**config.mk**
```make
export PLATFORM = sky130hd
export DESIGN_NAME = cs_rr_arbiter
export DESIGN_NICKNAME = d
export VERILOG_FILES = /design/src/rtl/cs_rr_arbiter.sv
export SDC_FILE = /design/constraint.sdc
export NUM_CORES = 1
export LEC_CHECK = 0
export ABC_CLOCK_PERIOD_IN_PS = 2070
export BUFFER_PORTS_ARGS = -buffer_cell sky130_fd_sc_hd__buf_2
export CAP_MARGIN = 20
export CORE_MARGIN = 2
export CORE_UTILIZATION = 30
export DETAILED_ROUTE_END_ITERATION = 16
export SLEW_MARGIN = 20
export SYNTH_ARGS = -nofsm -noshare
export SYNTH_HDL_FRONTEND = slang
export SYNTH_SLANG_ARGS = --single-unit
export TNS_END_PERCENT = 50
```
**constraint.sdc**
```tcl
create_clock -name CLK -period 2.07 [get_ports CLK]
set_input_delay 0.3105 -clock CLK [delete_from_list [all_inputs] [get_ports CLK]]
set_output_delay 0.3105 -clock CLK [all_outputs]
set_load 0.005 [all_outputs]
```
**src/rtl/cs_rr_arbiter.sv**
```systemverilog
// rtl/cs_rr_arbiter.sv - round-robin arbiter driving a 74x139-style 2-to-4 active-low decoder
// Grants are tenure-limited and separated by one break-before-make cycle.
module cs_rr_arbiter #(
  parameter int TIMEOUT = 16,
  parameter int CW      = 8
) (
  input  logic       CLK,
  input  logic       RESET_L,
  input  logic [3:0] REQ_L,
  input  logic       DONE_L,
  output logic       G_L,
  output logic       A,
  output logic       B,
  output logic [3:0] Y_L,
  output logic       TO_L
);

  typedef enum logic [1:0] {
    S_IDLE    = 2'd0,
    S_GRANT   = 2'd1,
    S_RELEASE = 2'd2
  } state_e;

  state_e        state_q, state_d;
  logic [CW-1:0] cnt_q, cnt_d;
  logic [1:0]    last_q, last_d;
  logic [1:0]    sel_q, sel_d;
  logic          g_l_q, g_l_d;
  logic [3:0]    y_l_q, y_l_d;
  logic          to_l_q, to_l_d;

  logic          win_valid;
  logic [1:0]    win_idx;
  logic          rel_done, rel_wd, rel_to, rel_any;

  // Scan starts just after the last owner, so a still-requesting owner is considered last.
  always_comb begin
    logic [1:0] idx;
    win_valid = 1'b0;
    win_idx   = last_q;
    for (int k = 1; k <= 4; k++) begin
      idx = last_q + k[1:0];
      if (!win_valid && !REQ_L[idx]) begin
        win_valid = 1'b1;
        win_idx   = idx;
      end
    end
  end

  assign rel_done = !DONE_L;
  assign rel_wd   = REQ_L[sel_q];
  assign rel_to   = (cnt_q == CW'(TIMEOUT - 1));
  assign rel_any  = rel_done || rel_wd || rel_to;

  always_ff @(posedge CLK) begin
    if (!RESET_L) begin
      state_q <= S_IDLE;
      cnt_q   <= '0;
      last_q  <= 2'd3;
      sel_q   <= 2'd0;
      g_l_q   <= 1'b1;
      y_l_q   <= 4'b1111;
      to_l_q  <= 1'b1;
    end else begin
      state_q <= state_d;
      cnt_q   <= cnt_d;
      last_q  <= last_d;
      sel_q   <= sel_d;
      g_l_q   <= g_l_d;
      y_l_q   <= y_l_d;
      to_l_q  <= to_l_d;
    end
  end

  always_comb begin
    state_d = state_q;
    case (state_q)
      S_IDLE:    if (win_valid) state_d = S_GRANT;
      S_GRANT:   if (rel_any) state_d = S_RELEASE;
      S_RELEASE: state_d = win_valid ? S_GRANT : S_IDLE;
      default:   state_d = S_IDLE;
    endcase
  end

  always_comb begin
    cnt_d  = cnt_q;
    last_d = last_q;
    sel_d  = sel_q;
    g_l_d  = g_l_q;
    to_l_d = 1'b1;
    case (state_q)
      S_IDLE, S_RELEASE: begin
        g_l_d = 1'b1;
        if (win_valid) begin
          sel_d  = win_idx;
          last_d = win_idx;
          g_l_d  = 1'b0;
          cnt_d  = '0;
        end
      end
      S_GRANT: begin
        if (rel_any) begin
          g_l_d  = 1'b1;
          to_l_d = !(rel_to && !rel_done && !rel_wd);
        end else if (!rel_to) begin
          cnt_d = cnt_q + CW'(1);
        end
      end
      default: begin
        g_l_d = 1'b1;
      end
    endcase
    // Decode from next-state values so Y_L can never disagree with G_L/{B,A}.
    y_l_d = g_l_d ? 4'b1111 : ~(4'b0001 << sel_d);
  end

  assign G_L  = g_l_q;
  assign A    = sel_q[0];
  assign B    = sel_q[1];
  assign Y_L  = y_l_q;
  assign TO_L = to_l_q;

endmodule

```
==> results of run 1 <==
==> per-stage QoR <==
step | hold slack (ns) | power, W | util
5_1_grt | 0.248 | 0.000859 | 0.372
6_report | 0.270 | 0.000802 | 0.372
4_1_cts | 0.265 | 0.000815 | 0.372
2_1_floorplan | 0.382 | 0.000529 | -
3_5_place_dp | 0.487 | 0.000588 | 0.360
3_3_place_gp | 0.467 | 0.000582 | 0.360
==> state kept, by name, summed over array words and instances, names as in the netlist <==
register  count
sel_q         2
state_q       2
Y_L           4
cnt_q         8
G_L           1
TO_L          1
last_q        2
==> synthesized netlist by cell type (3+ instances only) <==
library cell	instances
a21oi_1	11
dfxtp_1	20
inv_1	6
nand2_1	8
nand3_1	7
nor2_1	5
o211ai_1	4
o21ai_0	3
o31ai_1	3
==> area by class of cell <==
| class | count | share of cell area |
|---|---|---|
| multi-input combinational | 80 | 0.484 |
| tap | 44 | 0.0474 |
| clock buffer | 4 | 0.0312 |
| inverter | 6 | 0.0194 |
| timing repair buffer | 16 | 0.0732 |
| sequential | 20 | 0.344 |
==> power by group <==
| group | internal, W | switching, W | total (W) |
|---|---|---|---|
| clock | 0.000107 | 0.000118 | 0.000225 |
| sequential | 0.000409 | 0.0000217 | 0.000431 |
| combinational | 0.0000648 | 0.0000823 | 0.000147 |
==> how the worst max path moves through the flow <==
stage                        end  cells after the start     start  slack, ns
after CTS                 Y_L[3]                      4  sel_q[1]       0.11
after global routing      Y_L[1]                      4  sel_q[1]      0.002
after floorplan           Y_L[1]                      6  cnt_q[0]       0.18
after detailed placement  Y_L[3]                      4  sel_q[1]       0.12
final                     Y_L[3]                      4  sel_q[1]       0.13
after global placement    Y_L[1]                      4  sel_q[1]       0.21
==> logic make-up (layout without fill, tap and decap cells) <==
| group | after synthesis | count (layout) | share of synthesized area |
|---|---|---|---|
| AOI/OAI and AO/OA | 37 | 37 | 0.291 |
| adders and majority gates | 1 | 1 | 0.0125 |
| buffers and inverters | 8 | 26 | 0.0387 |
| DFF | 20 | 20 | 0.399 |
| muxes | 2 | 2 | 0.0200 |
| and+or+nand+nor | 40 | 40 | 0.238 |
==> routing by layer <==
metal / share of wire / vias up / routed length [um] / track usage
met1: 0.43 / 448 / 962 / 0.159
met5: 0 / - / 0 / 0
met2: 0.53 / 21 / 1200 / 0.259
met3: 0.035 / 0 / 78 / 0.0373
met4: 0 / 0 / 0 / 0.0274
li1: - / 455 / - / -
==> worst max-delay path: cells and delay by family (launching register included) <==
family	cells	cell delay (ns)
flip-flops	1	0.45
AO/OA/AOI/OAI	2	0.55
AND/OR/NAND/NOR	1	0.47
multiplexers	1	0.36
==> run metrics, run 1 <==
status=completed; share of the synthesized area in the top cell type=0.400; RSZ-0062 raised after global routing=false; Critical R2R Launch=sel_q[1]; WP data required=2.24 ns; routed wire length per instance=~13 um; Critical Path Sink Type=flip-flop; clock sinks=20; total number of vias=just over 900; # DRC=0; first-pass GRT wire length=3970 um; DP Wirelength=1750 um; Setup CP Type=reg -> reg; Die Span Y=~60 um; CTS Hold Bufs=0; hold depth=2; Synth Instances=108; Starting DRT DRC Count=28; Post-synth EDFFs=0; worst reg-to-reg path cell count=4; maximum net fanout on the critical path=8; syn nets=116; multi-input logic area=563 um^2; Tmin final=1.94 ns; ranking of synthesized cells by area=dfxtp_1 40%, a21oi_1 5.5%, nand3_1 3.5%; min-delay src=RESET_L; Relative slew margins=0.689; R2R Setup Slk=about 0.13 ns; clock-pin slew on the worst setup and hold paths=0.12 ns; CP arrival=roughly 2.1 ns; vias per inst=5.44; Initial Utilization=0.320; Fin. Hold Viols=0; Post-Syn Area=~1000 um^2; gr ovfl total=0; Max Fclk=0.515 GHz; drt first pass iters=4; IO Pins=15; Post-CTS Resized=0; LEAKAGE=0.431 nW; Area Growth Syn to Fin=16.0%; sequential fraction of the synthesis area=0.400; Skew-Pair Late Insertion Delay=0.30 ns; Async S/R FF share, synth=0; htree depth=1; largest net degree at the start of global routing=12; diode count=0; Setup-failing EPs final=0; worst vdd ir=372 uV; vias in the first global route=880; most common cell after layout, fill and taps aside=dfxtp_1; die footprint=roughly 3800 um^2; Syn Area/Cell=9.28 um^2; DRT antenna net count=0; row count=20; Yosys top cell by area=dfxtp_1; post-synthesis register bit count=20; placed instance count=about 170; wirelength, routed=approximately 2200 um; Worst path slowest cell=or4b_1; HP Class=in -> reg; CTS buffer count=3; Global Route Usage Sum=0.139; P per Cell Area=690 nW/um^2; CTS root buf=clkbuf_4; gp weighted congestion=roughly 0.77; Final Net Count=135; core footprint=around 3100 um^2; Synth warnings=0; layout cells sized above 1=0.238; Setup TNS Final=0 ns; initial antenna violation count=0; PnR worst setup slack=approximately 0.13 ns; Non-Filler Instances=170; final setup skew=a little over 0.01 ns; r2r endpoint=Y_L[3]; Post-Place Setup Slack=0.119 ns; final instance area=1160 um^2; dpl cell area=about 1100 um^2; WHS Endpoint=TO_L; Final Max Tran Viols=0; worst path cell trace=mux2i_1 > a22oi_2 > o41ai_4 > or4b_1; max incr delay on CP=between 0.4 and 0.5 ns; most frequent cells in the layout=20 x dfxtp_1, 14 x buf_2, 11 x a21oi_1; post-route clock period utilization=0.937; FF+latch area=400 um^2; Worst-Margin Slew=0.467 ns; Synth cell types=42; Die Wd=61.8 um; CTS tree=yes; Main synth FF type=dfxtp_1; port buffer count=14; # Post-CTS Setup Buffers=0; Max Buffers Root-to-Sink=2; critical path startpoint category=flip-flop; Filler Cells Inserted=339; max_cap viols=0
No activity file was read; power rests on OpenSTA's default activity.
==> run 2, diff against run 1 <==
--- a/config.mk
+++ b/config.mk
@@ -9,8 +9,9 @@
 export BUFFER_PORTS_ARGS = -buffer_cell sky130_fd_sc_hd__buf_2
 export CAP_MARGIN = 20
 export CORE_MARGIN = 2
-export CORE_UTILIZATION = 30
+export CORE_UTILIZATION = 45
 export DETAILED_ROUTE_END_ITERATION = 16
+export PLACE_DENSITY = 0.65
 export SLEW_MARGIN = 20
 export SYNTH_ARGS = -nofsm -noshare
 export SYNTH_HDL_FRONTEND = slang
==> run metrics, run 2 (same netlist as run 1, synthesis figures left out) <==
vias in the first global route=826 (was 880); port buffer count=14 (unchanged); Setup-failing EPs final=0 (unchanged); Die Span Y=51.2 um (was 61.8 um); max reg flops=8 (unchanged); Global Route Usage Sum=0.187 (was 0.139); dpl cell area=1100 um^2 (was 1130 um^2); CTS Hold Bufs=0 (unchanged); Starting DRT DRC Count=25 (was 28); Max Buffers Root-to-Sink=2 (unchanged); CTS tree=yes (unchanged); Tmin final=1.92 ns (was 1.94 ns); clock-pin slew on the worst setup and hold paths=0.12 ns (about the same); wire length on met3=68 um (was 78 um); DP Wirelength=1640 um (was 1750 um); Initial Utilization=0.467 (was 0.320); Max Fclk=0.521 GHz (was 0.515 GHz); post-route clock period utilization=0.928 (was 0.937); vias per inst=5.92 (was 5.44); PnR worst setup slack=0.149 ns (was 0.129 ns); routed wire length per instance=14.0 um (was 13.2 um); core footprint=2150 um^2 (was 3130 um^2); worst vdd ir=417 uV (was 372 uV); most frequent cells in the layout=20 x dfxtp_1, 14 x buf_2, 11 x a21oi_1 (unchanged); final core utilization=0.536 (was 0.372); Fin. Hold Viols=0 (unchanged); maximum net fanout on the critical path=8 (unchanged); WP data required=2.26 ns (was 2.24 ns); worst path cell trace=ha_1 > and3_4 > and2_4 > o41ai_4 > or4b_1 (was mux2i_1 > a22oi_2 > o41ai_4 > or4b_1); Worst-Margin Slew=0.396 ns (was 0.467 ns); Post-Place Setup Slack=0.149 ns (was 0.119 ns); DRT antenna net count=0 (unchanged); wirelength, routed=2140 um (was 2240 um); drt first pass iters=4 (unchanged); gp weighted congestion=0.766 (was 0.772); overall power=0.000892 W (was 0.000802 W); Critical Path Sink Type=flip-flop (unchanged); IO Pins=15 (unchanged); Final Net Count=134 (was 135); # Post-CTS Setup Buffers=0 (unchanged); Top Metal Used=met4 (was met3); RSZ-0062 raised after global routing=false (unchanged); CTS root buf=clkbuf_4 (unchanged); gr ovfl total=0 (unchanged); # DRC=0 (unchanged); HP Class=in -> reg (unchanged); Setup TNS Final=0 ns (unchanged); final setup skew=0.00498 ns (was 0.0104 ns); final instance area=1150 um^2 (was 1160 um^2); clock sinks=20 (unchanged); htree depth=1 (unchanged); P per Cell Area=775 nW/um^2 (was 690 nW/um^2); total number of vias=905 (was 924); Worst path slowest cell=or4b_1 (unchanged); met2 routed WL=1120 um (was 1200 um); max_cap viols=0 (unchanged); LEAKAGE=0.433 nW (was 0.431 nW); wire length on met1=937 um (was 962 um); critical path startpoint category=flip-flop (unchanged); Area Growth Syn to Fin=14.9% (was 16.0%); Final Max Tran Viols=0 (unchanged); Largest Register=cnt_q (unchanged); CP arrival=2.11 ns (was 2.12 ns); status=completed (unchanged); layout cells sized above 1=0.232 (was 0.238); CTS buffer count=3 (unchanged); max incr delay on CP=0.46 ns (was 0.47 ns); row count=17 (was 20); initial antenna violation count=0 (unchanged); Die Wd=51.2 um (was 61.8 um); die footprint=2620 um^2 (was 3820 um^2); Skew-Pair Late Insertion Delay=0.30 ns (about the same); Setup CP Type=reg -> reg (unchanged); largest net degree at the start of global routing=15 (was 12); Relative slew margins=0.736 (was 0.689); first-pass GRT wire length=3620 um (was 3970 um); diode count=0 (unchanged); Post-CTS Resized=0 (unchanged); most common cell after layout, fill and taps aside=dfxtp_1 (unchanged)
-- run 2: cell count changes in the layout (fill, tap and decap cells not counted), sizes merged --
| cell | previous run | this run |
|---|---|---|
| buf | 16 | 15 |
| bufinv | 0 | 1 |
| clkbuf | 4 | 3 |
-- run 2: worst paths after layout --
check | start | endpoint | slack [ns] | cells past startpoint
setup reg to reg | cnt_q[0] | Y_L[1] | 0.15 | 5
hold reg to reg | cnt_q[7] | cnt_q[7] | 0.51 | 2
hold / removal | RESET_L | TO_L | 0.26 | 2
setup / recovery | cnt_q[0] | Y_L[1] | 0.15 | 5
-- run 2: per-stage QoR --
step	hold WS, ns	std cells
2_1_floorplan	0.382	108
3_3_place_gp	0.482	149
3_5_place_dp	0.497	149
4_1_cts	0.252	153
5_1_grt	0.242	153
6_report	0.262	153
-- run 2: layer usage --
metal,global-route usage,up-vias
met5,0,-
met4,0.0811,0
met3,0.0292,2
met2,0.335,16
met1,0.217,433
li1,-,454
-- run 2: cell type report --
type,count,area (um^2)
multi-input combinational,80,563
timing repair buffer,15,77.6
tap,28,35.0
inverter,6,22.5
clock buffer,3,22.5
sequential,20,400
fill,206,997
clock inverter,1,30.0
-- run 2: critical path: cells and delay by family (launching register included) --
| kind | cells | cell delay, ns |
|---|---|---|
| AO/OA/AOI/OAI | 1 | 0.38 |
| adder cells (fa/ha/maj) | 1 | 0.24 |
| flip-flops | 1 | 0.38 |
| AND/OR/NAND/NOR | 3 | 0.82 |
-- run 2: report_power, final --
group | switching [W] | internal [W]
combinational | 0.0000802 | 0.0000617
sequential | 0.0000223 | 0.000409
clock | 0.000123 | 0.000196
total | 0.000226 | 0.000666
==> run 3, diff against run 2 <==
--- a/config.mk
+++ b/config.mk
@@ -11,7 +11,7 @@
 export CORE_MARGIN = 2
 export CORE_UTILIZATION = 45
 export DETAILED_ROUTE_END_ITERATION = 16
-export PLACE_DENSITY = 0.65
+export PLACE_DENSITY = 0.7
 export SLEW_MARGIN = 20
 export SYNTH_ARGS = -nofsm -noshare
 export SYNTH_HDL_FRONTEND = slang
==> run metrics, run 3 (same netlist as run 1, synthesis figures left out) <==
layout cells sized above 1=0.232 (unchanged); die footprint=2620 um^2 (unchanged); Setup crit start=cnt_q[0] (unchanged); # Post-CTS Setup Buffers=0 (unchanged); # DRC=0 (unchanged); cell family with most CP delay=simple AND/OR/NAND/NOR gates (unchanged); Worst-Margin Slew=0.436 ns (was 0.396 ns); htree depth=1 (unchanged); first-pass GRT wire length=3740 um (was 3620 um); clock sinks=20 (unchanged); Setup TNS Final=0 ns (unchanged); Final Max Tran Viols=0 (unchanged); Max Fclk=0.525 GHz (was 0.521 GHz); Hold Slack=0.266 ns (was 0.262 ns); Setup CP Type=reg -> reg (unchanged); most frequent cells in the layout=20 x dfxtp_1, 14 x buf_2, 11 x a21oi_1 (unchanged); Critical R2R Launch=cnt_q[0] (unchanged); Area Growth Syn to Fin=13.2% (was 14.9%); Initial Utilization=0.467 (unchanged); Relative slew margins=0.709 (was 0.736); Tmin final=1.90 ns (was 1.92 ns); Global Route Usage Sum=0.187 (about the same); CTS root buf=clkbuf_4 (unchanged); RSZ-0062 raised after global routing=false (unchanged); Starting DRT DRC Count=23 (was 25); max incr delay on CP=0.46 ns (about the same); Largest Register=cnt_q (unchanged); vias in the first global route=895 (was 826); min-delay src=RESET_L (unchanged); Post-CTS Resized=0 (unchanged); initial antenna violation count=0 (unchanged); Critical Path Sink Type=flip-flop (unchanged); vias per inst=6.03 (was 5.92); CTS Hold Bufs=0 (unchanged); routed wire length per instance=14.5 um (was 14.0 um); Skew-Pair Late Insertion Delay=0.30 ns (about the same); CP arrival=2.09 ns (was 2.11 ns); Die Span Y=51.2 um (unchanged); largest net degree at the start of global routing=12 (was 15); clock-pin slew on the worst setup and hold paths=0.11 ns (was 0.12 ns); CTS tree=yes (unchanged); Final Net Count=134 (unchanged); final setup skew=0.00442 ns (was 0.00498 ns); Die Wd=51.2 um (unchanged); Max Buffers Root-to-Sink=2 (unchanged); row count=17 (unchanged); Setup-failing EPs final=0 (unchanged); placed instance count=149 (unchanged); critical path startpoint category=flip-flop (unchanged); dpl cell area=1100 um^2 (unchanged); LEAKAGE=0.426 nW (was 0.433 nW); Non-Filler Instances=153 (unchanged); overall power=0.000799 W (was 0.000892 W); drt first pass iters=4 (unchanged); status=completed (unchanged); worst path cell trace=ha_1 > and3_4 > and2_4 > o41ai_4 > or4b_1 (unchanged); most common cell after layout, fill and taps aside=dfxtp_1 (unchanged); gp weighted congestion=0.824 (was 0.766); DP Wirelength=1720 um (was 1640 um); Worst path slowest cell=or4b_1 (unchanged); port buffer count=14 (unchanged); worst vdd ir=320 uV (was 417 uV); maximum net fanout on the critical path=8 (unchanged); wirelength, routed=2220 um (was 2140 um); total number of vias=922 (was 905); HP Class=in -> reg (unchanged); IO Pins=15 (unchanged); diode count=0 (unchanged); Buf/Inv on CP=0 (unchanged); P per Cell Area=704 nW/um^2 (was 775 nW/um^2); core footprint=2150 um^2 (unchanged); gr ovfl total=0 (unchanged); max_cap viols=0 (unchanged); Fin. Hold Viols=0 (unchanged); post-route clock period utilization=0.920 (was 0.928); WP data required=2.26 ns (about the same); DRT antenna net count=0 (unchanged); max reg flops=8 (unchanged); CTS buffer count=3 (unchanged); final instance area=1130 um^2 (was 1150 um^2)
==> run 3: stage by stage <==
step / utilization / worst slack (ns)
6_report: 0.528 / 0.165
5_1_grt: 0.528 / 0.0537
4_1_cts: 0.528 / 0.163
3_5_place_dp: 0.511 / 0.172
3_3_place_gp: 0.511 / 0.223
2_1_floorplan: - / 0.178
==> run 3: worst paths after layout <==
path         endpoint  slack, ns  cells after the start
max            Y_L[1]       0.17                      5
min              TO_L       0.27                      2
max reg2reg    Y_L[1]       0.17                      5
min reg2reg  cnt_q[7]       0.49                      2
==> run 3: area by class of cell <==
cell class | count | area, um^2
flip-flops and latches | 20 | 400
inverters | 6 | 22.5
well taps | 28 | 35.0
repair buffers | 15 | 77.6
fillers | 210 | 1010
clock buffers | 4 | 36.3
multi-input cells | 80 | 563
==> run 3: worst register-to-register path: cells and delay by family, from the launching register on <==
| kind | cells | cell delay [ns] |
|---|---|---|
| and+or+nand+nor | 3 | 0.82 |
| DFF | 1 | 0.38 |
| AOI/OAI and AO/OA | 1 | 0.36 |
| adders and majority gates | 1 | 0.24 |
==> run 3: where the power goes <==
part	total (W)	leakage [nW]	switching (W)	internal, W
Clock	0.000225	0.0210	0.000118	0.000107
Combinational	0.000142	0.241	0.0000807	0.0000616
Sequential	0.000432	0.164	0.0000231	0.000409
==> run 3: routing by layer <==
metal	up-vias	global-route usage	routed length, um
li1	451	-	-
met1	453	0.208	926
met2	14	0.342	1200
met3	4	0.0292	68
met4	0	0.0946	23
met5	-	0	0
